==> config.mk <==
export PLATFORM = sky130hd
export DESIGN_NAME = seq_abcd_monitor
export DESIGN_NICKNAME = d
export VERILOG_FILES = /design/src/rtl/seq_abcd_monitor.sv
export SDC_FILE = /design/constraint.sdc
export NUM_CORES = 1
export LEC_CHECK = 0
export ABC_AREA = 1
export BUFFER_PORTS_ARGS = -buffer_cell sky130_fd_sc_hd__buf_2
export CAP_MARGIN = 40
export CORE_AREA = 2 2 70 72
export DETAILED_ROUTE_END_ITERATION = 8
export DIE_AREA = 0 0 72 74
export PLACE_DENSITY = 0.76
export SYNTH_ARGS = -nofsm -noshare
export SYNTH_HDL_FRONTEND = slang
export SYNTH_SLANG_ARGS = --single-unit
==> constraint.sdc <==
create_clock -name clk -period 4.1 [get_ports clk]
set_clock_uncertainty 0.05 [all_clocks]
set_input_delay 0.82 -clock clk [delete_from_list [all_inputs] [get_ports clk]]
set_output_delay 0.82 -clock clk [all_outputs]
set_load 0.1 [all_outputs]
==> src/rtl/seq_abcd_monitor.sv <==
// rtl/seq_abcd_monitor.sv - overlapping checker for a ##1 b ##1 c ##2 d with saturating pass/fail counters
// One token per pipeline stage; each edge may start a new attempt, so up to five attempts are in flight.
module seq_abcd_monitor #(
    parameter int CNT_W = 16
) (
    input  logic             clk,
    input  logic             rst_n,
    input  logic             en,
    input  logic             clr,
    input  logic             a,
    input  logic             b,
    input  logic             c,
    input  logic             d,
    output logic             pass,
    output logic [3:0]       fail_vec,
    output logic [CNT_W-1:0] pass_cnt,
    output logic [CNT_W-1:0] fail_cnt
);

    localparam logic [CNT_W:0] CNT_MAX = {1'b0, {CNT_W{1'b1}}};

    logic             s1;
    logic             s2;
    logic             s3;
    logic             s4;
    logic [3:0]       fail_ev;
    logic             pass_ev;
    logic [2:0]       fail_pop;
    logic [CNT_W:0]   fail_sum;
    logic [CNT_W:0]   pass_sum;

    // Every stage resolves independently, so several fail bits can fire on one edge.
    always_comb begin
        fail_ev  = {s4 & ~d, s2 & ~c, s1 & ~b, en & ~a};
        pass_ev  = s4 & d;
        fail_pop = {2'b00, fail_ev[0]} + {2'b00, fail_ev[1]}
                 + {2'b00, fail_ev[2]} + {2'b00, fail_ev[3]};
        fail_sum = {1'b0, fail_cnt} + {{(CNT_W-2){1'b0}}, fail_pop};
        pass_sum = {1'b0, pass_cnt} + {{CNT_W{1'b0}}, pass_ev};
    end

    always_ff @(posedge clk or negedge rst_n) begin
        if (!rst_n) begin
            s1       <= 1'b0;
            s2       <= 1'b0;
            s3       <= 1'b0;
            s4       <= 1'b0;
            pass     <= 1'b0;
            fail_vec <= 4'b0000;
            pass_cnt <= '0;
            fail_cnt <= '0;
        end else begin
            s1       <= en & a;
            s2       <= s1 & b;
            s3       <= s2 & c;
            s4       <= s3;
            pass     <= pass_ev;
            fail_vec <= fail_ev;
            // clr drops same-edge events from the counts but not from the pulses
            if (clr) begin
                pass_cnt <= '0;
                fail_cnt <= '0;
            end else begin
                pass_cnt <= (pass_sum > CNT_MAX) ? CNT_MAX[CNT_W-1:0] : pass_sum[CNT_W-1:0];
                fail_cnt <= (fail_sum > CNT_MAX) ? CNT_MAX[CNT_W-1:0] : fail_sum[CNT_W-1:0];
            end
        end
    end

endmodule

==> results.toml, run 1 <==
[place]
gp_congestion = 0.909
dpl.hpwl_um = 3490
placed_cell_area_um2 = 2520
dp.cells = 356
port_buffers = 44
dp_slack_ns = 0.778

[route]
route.detailed.drc = 0
viasPerCell = 5.09
first_iter_violations = 97
dr.pass1.iters = 4
finalWirelength_um = 4630
post_drt_wl_per_cell_um = 12.7
vias = 1853
ant_nets = 0

[global_routing]
grt_pass1_wl_um = 8350
grt_overflow = 0
grt_pass1_vias = 1904
grt_start_max_net_pins = 32
antenna_found_initial = 0
track_usage = 0.202

[timing]
drv_slew = 0
finalSetupTns_ns = 0
rsz0062_at_grt = "no"
fin_crit_ns = 3.01
worst_slack_ns = 1.09
clock.fmax_mhz = 332
setup_viol_count_final = 0
tightest_slew_ns = 0.612
relSlewSlack = 0.592
holdWs_ns = 0.321
hold_viol_final = 0
post-route-period-util = 0.734

[cts]
cts_buffers = 5
cts-root-buf = "clkbuf_8"
cts_max_level = 2
post-cts-setup-buffers = 0
hold_buffers = 0
clk_latency_ns = 0.30
clock-sinks = 41
cts_tree = "built"
path_clk_slew_ns = 0.10
cts_resized = 0
cts_buffer_depth = 2

[critical_path]
crit_type = "in2reg"
ff2ff_path_depth = 13
reg2reg_slack_ns = 1.36
r2r_end = "fail_cnt[15]"
worstPathRequired_ns = 4.28
cp.arrival_ns = 3.19
path_max_fanout = 16
startpoint = "en"
reg2reg_from = "s2"
end_kind = "flip-flop"
start_kind = "primary input"

[synthesis]
ys_warn_count = 0
synth_area_um2 = 2240
synth_cells = 262
synth_area_per_cell_um2 = 8.56
synth_top_area_frac = 0.458
yosysMostFrequentCell = "nand2_1"
syn-num-nets = 276
ys_ff_latch = 41
synth_edf_count = 0
ys_seq_area_frac = 0.458
synth-async-reset-ratio = 1.00
synth.largest_area_cell = "dfrtp_1"
synth_commonest_cells = "nand2_1 (54), dfrtp_1 (41), inv_1 (37)"
ys.flop_type = "dfrtp_1"
synth.distinct_cells = 30
synth_area_leaders = "dfrtp_1 (46%), nand2_1 (9.0%), inv_1 (6.2%)"

[status]
status = "finished, final reports clean"

[final_layout]
area_growth_pct = 16.2
design.final.nets = 323
fin_cells = 364
utilization = 0.567
fin_area_um2 = 2610
antenna_cells = 0
drive_gt1_frac = 0.248

[power]
netSwitchingFraction = 0.289
power.total_uw = 770
irDropWorstVdd_uv = 155
p_int_uw = 548
p_comb_frac = 0.107
seqPwrFrac = 0.540
p_sw_uw = 222
clkPwrFrac = 0.353
powerDensity_nw_per_um2 = 295
total_leakage_power_nw = 1.35

[die]
start_util = 0.488
die_w_um = 72
die-area_um2 = 5330
ioPinCount = 45
chipHeight_um = 74
rows = 25
core_area_um2 = 4600

[run]
drv_cap = 0

[hold_path]
hold_path_class = "in2async"
[power groups by stage]
stage / clock, mW / sequential [mW] / combinational [mW]
3_5_place_dp: 0 / 0.424 / 0.0842
4_1_cts: 0.281 / 0.416 / 0.0839
5_1_grt: 0.299 / 0.417 / 0.0916
2_1_floorplan: 0 / 0.462 / 0.0203
6_report: 0.272 / 0.416 / 0.0825
3_3_place_gp: 0 / 0.424 / 0.0795
[worst max-delay path: stages]
cell,delay [ns]
buf_2,0.11
inv_1,0.05
nor2_1,0.05
fa_1,0.49
inv_1,0.05
fa_1,0.35
inv_1,0.10
fa_1,0.23
nand3_2,0.11
inv_2,0.09
nand4_2,0.39
nand3_1,0.22
nand2_1,0.06
inv_1,0.06
[kinds of logic after synthesis]
logic type | Yosys count | share of synthesized area
compound gates | 28 | 0.0831
xor+xnor | 17 | 0.0664
fa+ha+maj | 6 | 0.0435
buf+inv | 44 | 0.0804
flops | 41 | 0.458
simple gates | 126 | 0.269
[state kept, by name, indices dropped and copies added, names as in the netlist]
register and count:
fail_cnt 16, fail_vec 4, pass 1, pass_cnt 16, s1 1, s2 1
s3 1, s4 1
[layout make-up]
| cell class | count | area, µm² |
|---|---|---|
| inverter | 39 | 146 |
| clock inverter | 3 | 21.3 |
| multi-input combinational | 177 | 1040 |
| clock buffer | 5 | 68.8 |
| tap | 54 | 67.6 |
| sequential | 41 | 1030 |
| timing repair buffer | 45 | 240 |
| fill | 426 | 1990 |
[worst max path at each step]
stage                               to  slack (ns)  cells after the start
after floorplan           fail_cnt[12]        1.17                     10
after global placement    fail_cnt[15]        0.86                     14
after detailed placement  fail_cnt[15]        0.78                     14
after CTS                 fail_cnt[15]        1.09                     14
after global routing      fail_cnt[15]        0.90                     14
final                     fail_cnt[15]        1.09                     14
[layout by cell type (no fill, tap or decap), drive strengths merged]
cell type,synthesis,final
nand2,56,56
ha,3,3
clkinv,0,1
fa,3,3
nor3,1,1
nor2,34,34
and2,1,1
clkinvlp,0,1
a21oi,24,24
nand3b,2,2
clkbuf,2,5
inv,39,40
o21ai,3,3
buf,3,45
xor2,11,11
dfrtp,41,41
nand3,23,23
a31oi,1,1
xnor2,6,6
nand4,9,9
[layer usage]
metal,wire (µm),GRT usage
met2,2260,0.350
met5,0,0
met1,2110,0.248
met4,69,0.0755
met3,186,0.0461
No activity file was read; power rests on OpenSTA's default activity.
==> run 2: changes to the inputs <==
==> config.mk (replaced) <==
export PLATFORM = sky130hd
export DESIGN_NAME = seq_abcd_monitor
export DESIGN_NICKNAME = d
export VERILOG_FILES = /design/src/rtl/seq_abcd_monitor.sv
export SDC_FILE = /design/constraint.sdc
export NUM_CORES = 1
export LEC_CHECK = 0
export ABC_AREA = 0
export BUFFER_PORTS_ARGS = -buffer_cell sky130_fd_sc_hd__buf_2
export CAP_MARGIN = 40
export CORE_AREA = 2 2 68 70
export DETAILED_ROUTE_END_ITERATION = 8
export DIE_AREA = 0 0 70 72
export PLACE_DENSITY = 0.77
export SYNTH_ARGS = -nofsm -noshare
export SYNTH_HDL_FRONTEND = slang
export SYNTH_SLANG_ARGS = --single-unit
==> constraint.sdc (replaced) <==
create_clock -name clk -period 2.4 [get_ports clk]
set_clock_uncertainty 0.05 [all_clocks]
set_input_delay 0.48 -clock clk [delete_from_list [all_inputs] [get_ports clk]]
set_output_delay 0.48 -clock clk [all_outputs]
set_load 0.1 [all_outputs]
==> run 2 against run 1 <==
Effect of this change: combinational power up 88%; sequential share of layout area is 0.97 points higher; largest power group unchanged; hold slack lost 0.29 ns; critical path depth shrank 6; largest cell class is now registers; highest routed layer unchanged; clock power grew 63%; power grew 70%; die area fell by 5.4%; non-clock buffer count rose by 10; via count is 11% lower; sequential power grew 71%; synthesized cell count decreased by 29%; the flow now finishes with violations (setup timing).
==> results.toml, run 2 <==
[status]
status = "complete, but fails checks"
violations = "setup timing"

[critical_path]
critical-path-max-stage-delay_ns = 0.55
crit_type = "reg2reg"
slowest_stage = "fa_1"
cp.arrival_ns = 2.85
reg2reg_from = "fail_cnt[0]"
worstPathRequired_ns = 2.56
path_max_fanout = 7
crit_chain = "fa_1, inv_1, fa_2, inv_2, fa_2, nand4_4, or4_4, a21oi_2"
reg2reg_slack_ns = -0.29
start_kind = "flip-flop"
worstSetupPathDepth = 8
cp_top_family = "adder cells"
critPathMostFrequentCell = "fa_2"
critPathBufInv = 2
ff2ff_path_depth = 8
end_kind = "flip-flop"
r2r_end = "fail_cnt[13]"

[die]
die-area_um2 = 5040
ioPinCount = 45
rows = 24
die_w_um = 70
chipHeight_um = 72
core_area_um2 = 4260
start_util = 0.474

[run]
drv_cap = 0

[synthesis]
synth_area_um2 = 2020
ys_ff_latch = 41
synth.largest_area_cell = "dfrtp_1"
syn-num-nets = 199
yosysMostFrequentCell = "dfrtp_1"
ys.flop_type = "dfrtp_1"
synth_edf_count = 0
ys_seq_area_frac = 0.507
synth_commonest_cells = "dfrtp_1 (41), a21oi_1 (23), xnor2_1 (13)"
synth_cells = 185
ys_warn_count = 0
synth_area_per_cell_um2 = 10.9
synth_area_leaders = "dfrtp_1 (51%), a21oi_1 (5.7%), xnor2_1 (5.6%)"
synth_top_area_frac = 0.507
synth.distinct_cells = 39
synth-async-reset-ratio = 1.00

[hold_path]
hold_path_class = "in2async"

[global_routing]
grt_pass1_wl_um = 7530
antenna_found_initial = 0
track_usage = 0.188
grt_pass1_vias = 1575
grt_overflow = 0
grt_start_max_net_pins = 33

[final_layout]
design.final.nets = 257
mostFrequentLayoutCells = "buf_2 (44), dfrtp_1 (39), a21oi_1 (19)"
antenna_cells = 0
area_growth_pct = 26.3
reg.largest.list = "fail_cnt x16, pass_cnt x16, fail_vec x4"
drive_gt1_frac = 0.381
layout_commonest_cell = "buf_2"

[timing]
drv_slew = 0
setup_viol_count_final = 16
clock.fmax_mhz = 372
hold_viol_final = 0
rsz0062_at_grt = "yes"
post-route-period-util = 1.12
fin_crit_ns = 2.69
worst_slack_ns = -0.289
finalSetupTns_ns = -3.78
tightest_slew_ns = 0.683
relSlewSlack = 0.544

[cts]
hold_buffers = 0
clk_latency_ns = 0.29
path_clk_slew_ns = 0.08
clock-sinks = 41
cts_max_level = 2
cts_tree = "built"
cts_buffers = 5
cts-root-buf = "clkbuf_8"
cts_buffer_depth = 2

[route]
dr.pass1.iters = 4
first_iter_violations = 93
finalWirelength_um = 4400
viasPerCell = 5.58
route.detailed.drc = 0
vias = 1651
ant_nets = 0
post_drt_wl_per_cell_um = 14.9

[place]
gp_congestion = 0.867
dp_slack_ns = -0.566
dpl.hpwl_um = 3100
port_buffers = 44

[power]
powerDensity_nw_per_um2 = 513
total_leakage_power_nw = 1.23
irDropWorstVdd_uv = 219
power.total_mw = 1.31
## run 2: worst max-delay path by stage
stage	start	end	slack, ns
floorplan	fail_cnt[0]	fail_cnt[6]	-0.42
global placement	en	fail_cnt[9]	-0.46
global route	fail_cnt[0]	fail_cnt[13]	-0.35
finish	fail_cnt[0]	fail_cnt[13]	-0.29
detailed placement	en	fail_cnt[0]	-0.57
CTS	fail_cnt[0]	fail_cnt[13]	-0.36
## run 2: repair_timing
| item | 4_1_cts | 5_1_grt |
|---|---|---|
| endpoints found under the setup margin | 16 | 16 |
| pin swaps | 8 | 9 |
| buffers inserted | 2 | 1 |
| cloned | 1 | 0 |
| resized for setup | 13 | 5 |
| hold endpoints to repair | 0 | 0 |
## run 2: power breakdown
part / leakage [nW] / switching, mW / internal, mW
sequential: 0.564 / 0.00978 / 0.703
combinational: 0.621 / 0.118 / 0.0366
clock: 0.0450 / 0.241 / 0.202
total: 1.23 / 0.370 / 0.942
## run 2: layout make-up
class / instances / area, µm²
flip-flops and latches: 41 / 1030
repair buffers: 55 / 307
fillers: 352 / 1710
multi-input cells: 129 / 1030
clock buffers: 6 / 72.6
inverters: 11 / 41.3
well taps: 52 / 65.1
clock inverters: 2 / 10.0
## run 2: metrics by stage
step           std cells  utilization  hold slack [ns]  cell area [µm²]
2_1_floorplan        185            -            0.134             2040
3_3_place_gp         285        0.555            0.286             2370
3_5_place_dp         285        0.555            0.289             2370
4_1_cts              296        0.594           0.0339             2530
5_1_grt              296        0.599           0.0458             2560
6_report             296        0.599           0.0262             2560
## run 2: kinds of logic after synthesis
logic type                 share of synthesized area
and+or+nand+nor                                0.170
xor gates and xnor gates                      0.0823
DFF                                            0.507
AOI/OAI and AO/OA                              0.159
buffers and inverters                         0.0334
adders and majority gates                     0.0482
## run 2: metal layers
metal	up-vias	GRT usage	share of wire
met2	42	0.301	0.49
li1	784	-	-
met1	819	0.256	0.44
met4	0	0.0812	0.013
met3	6	0.0306	0.047
met5	-	0	0
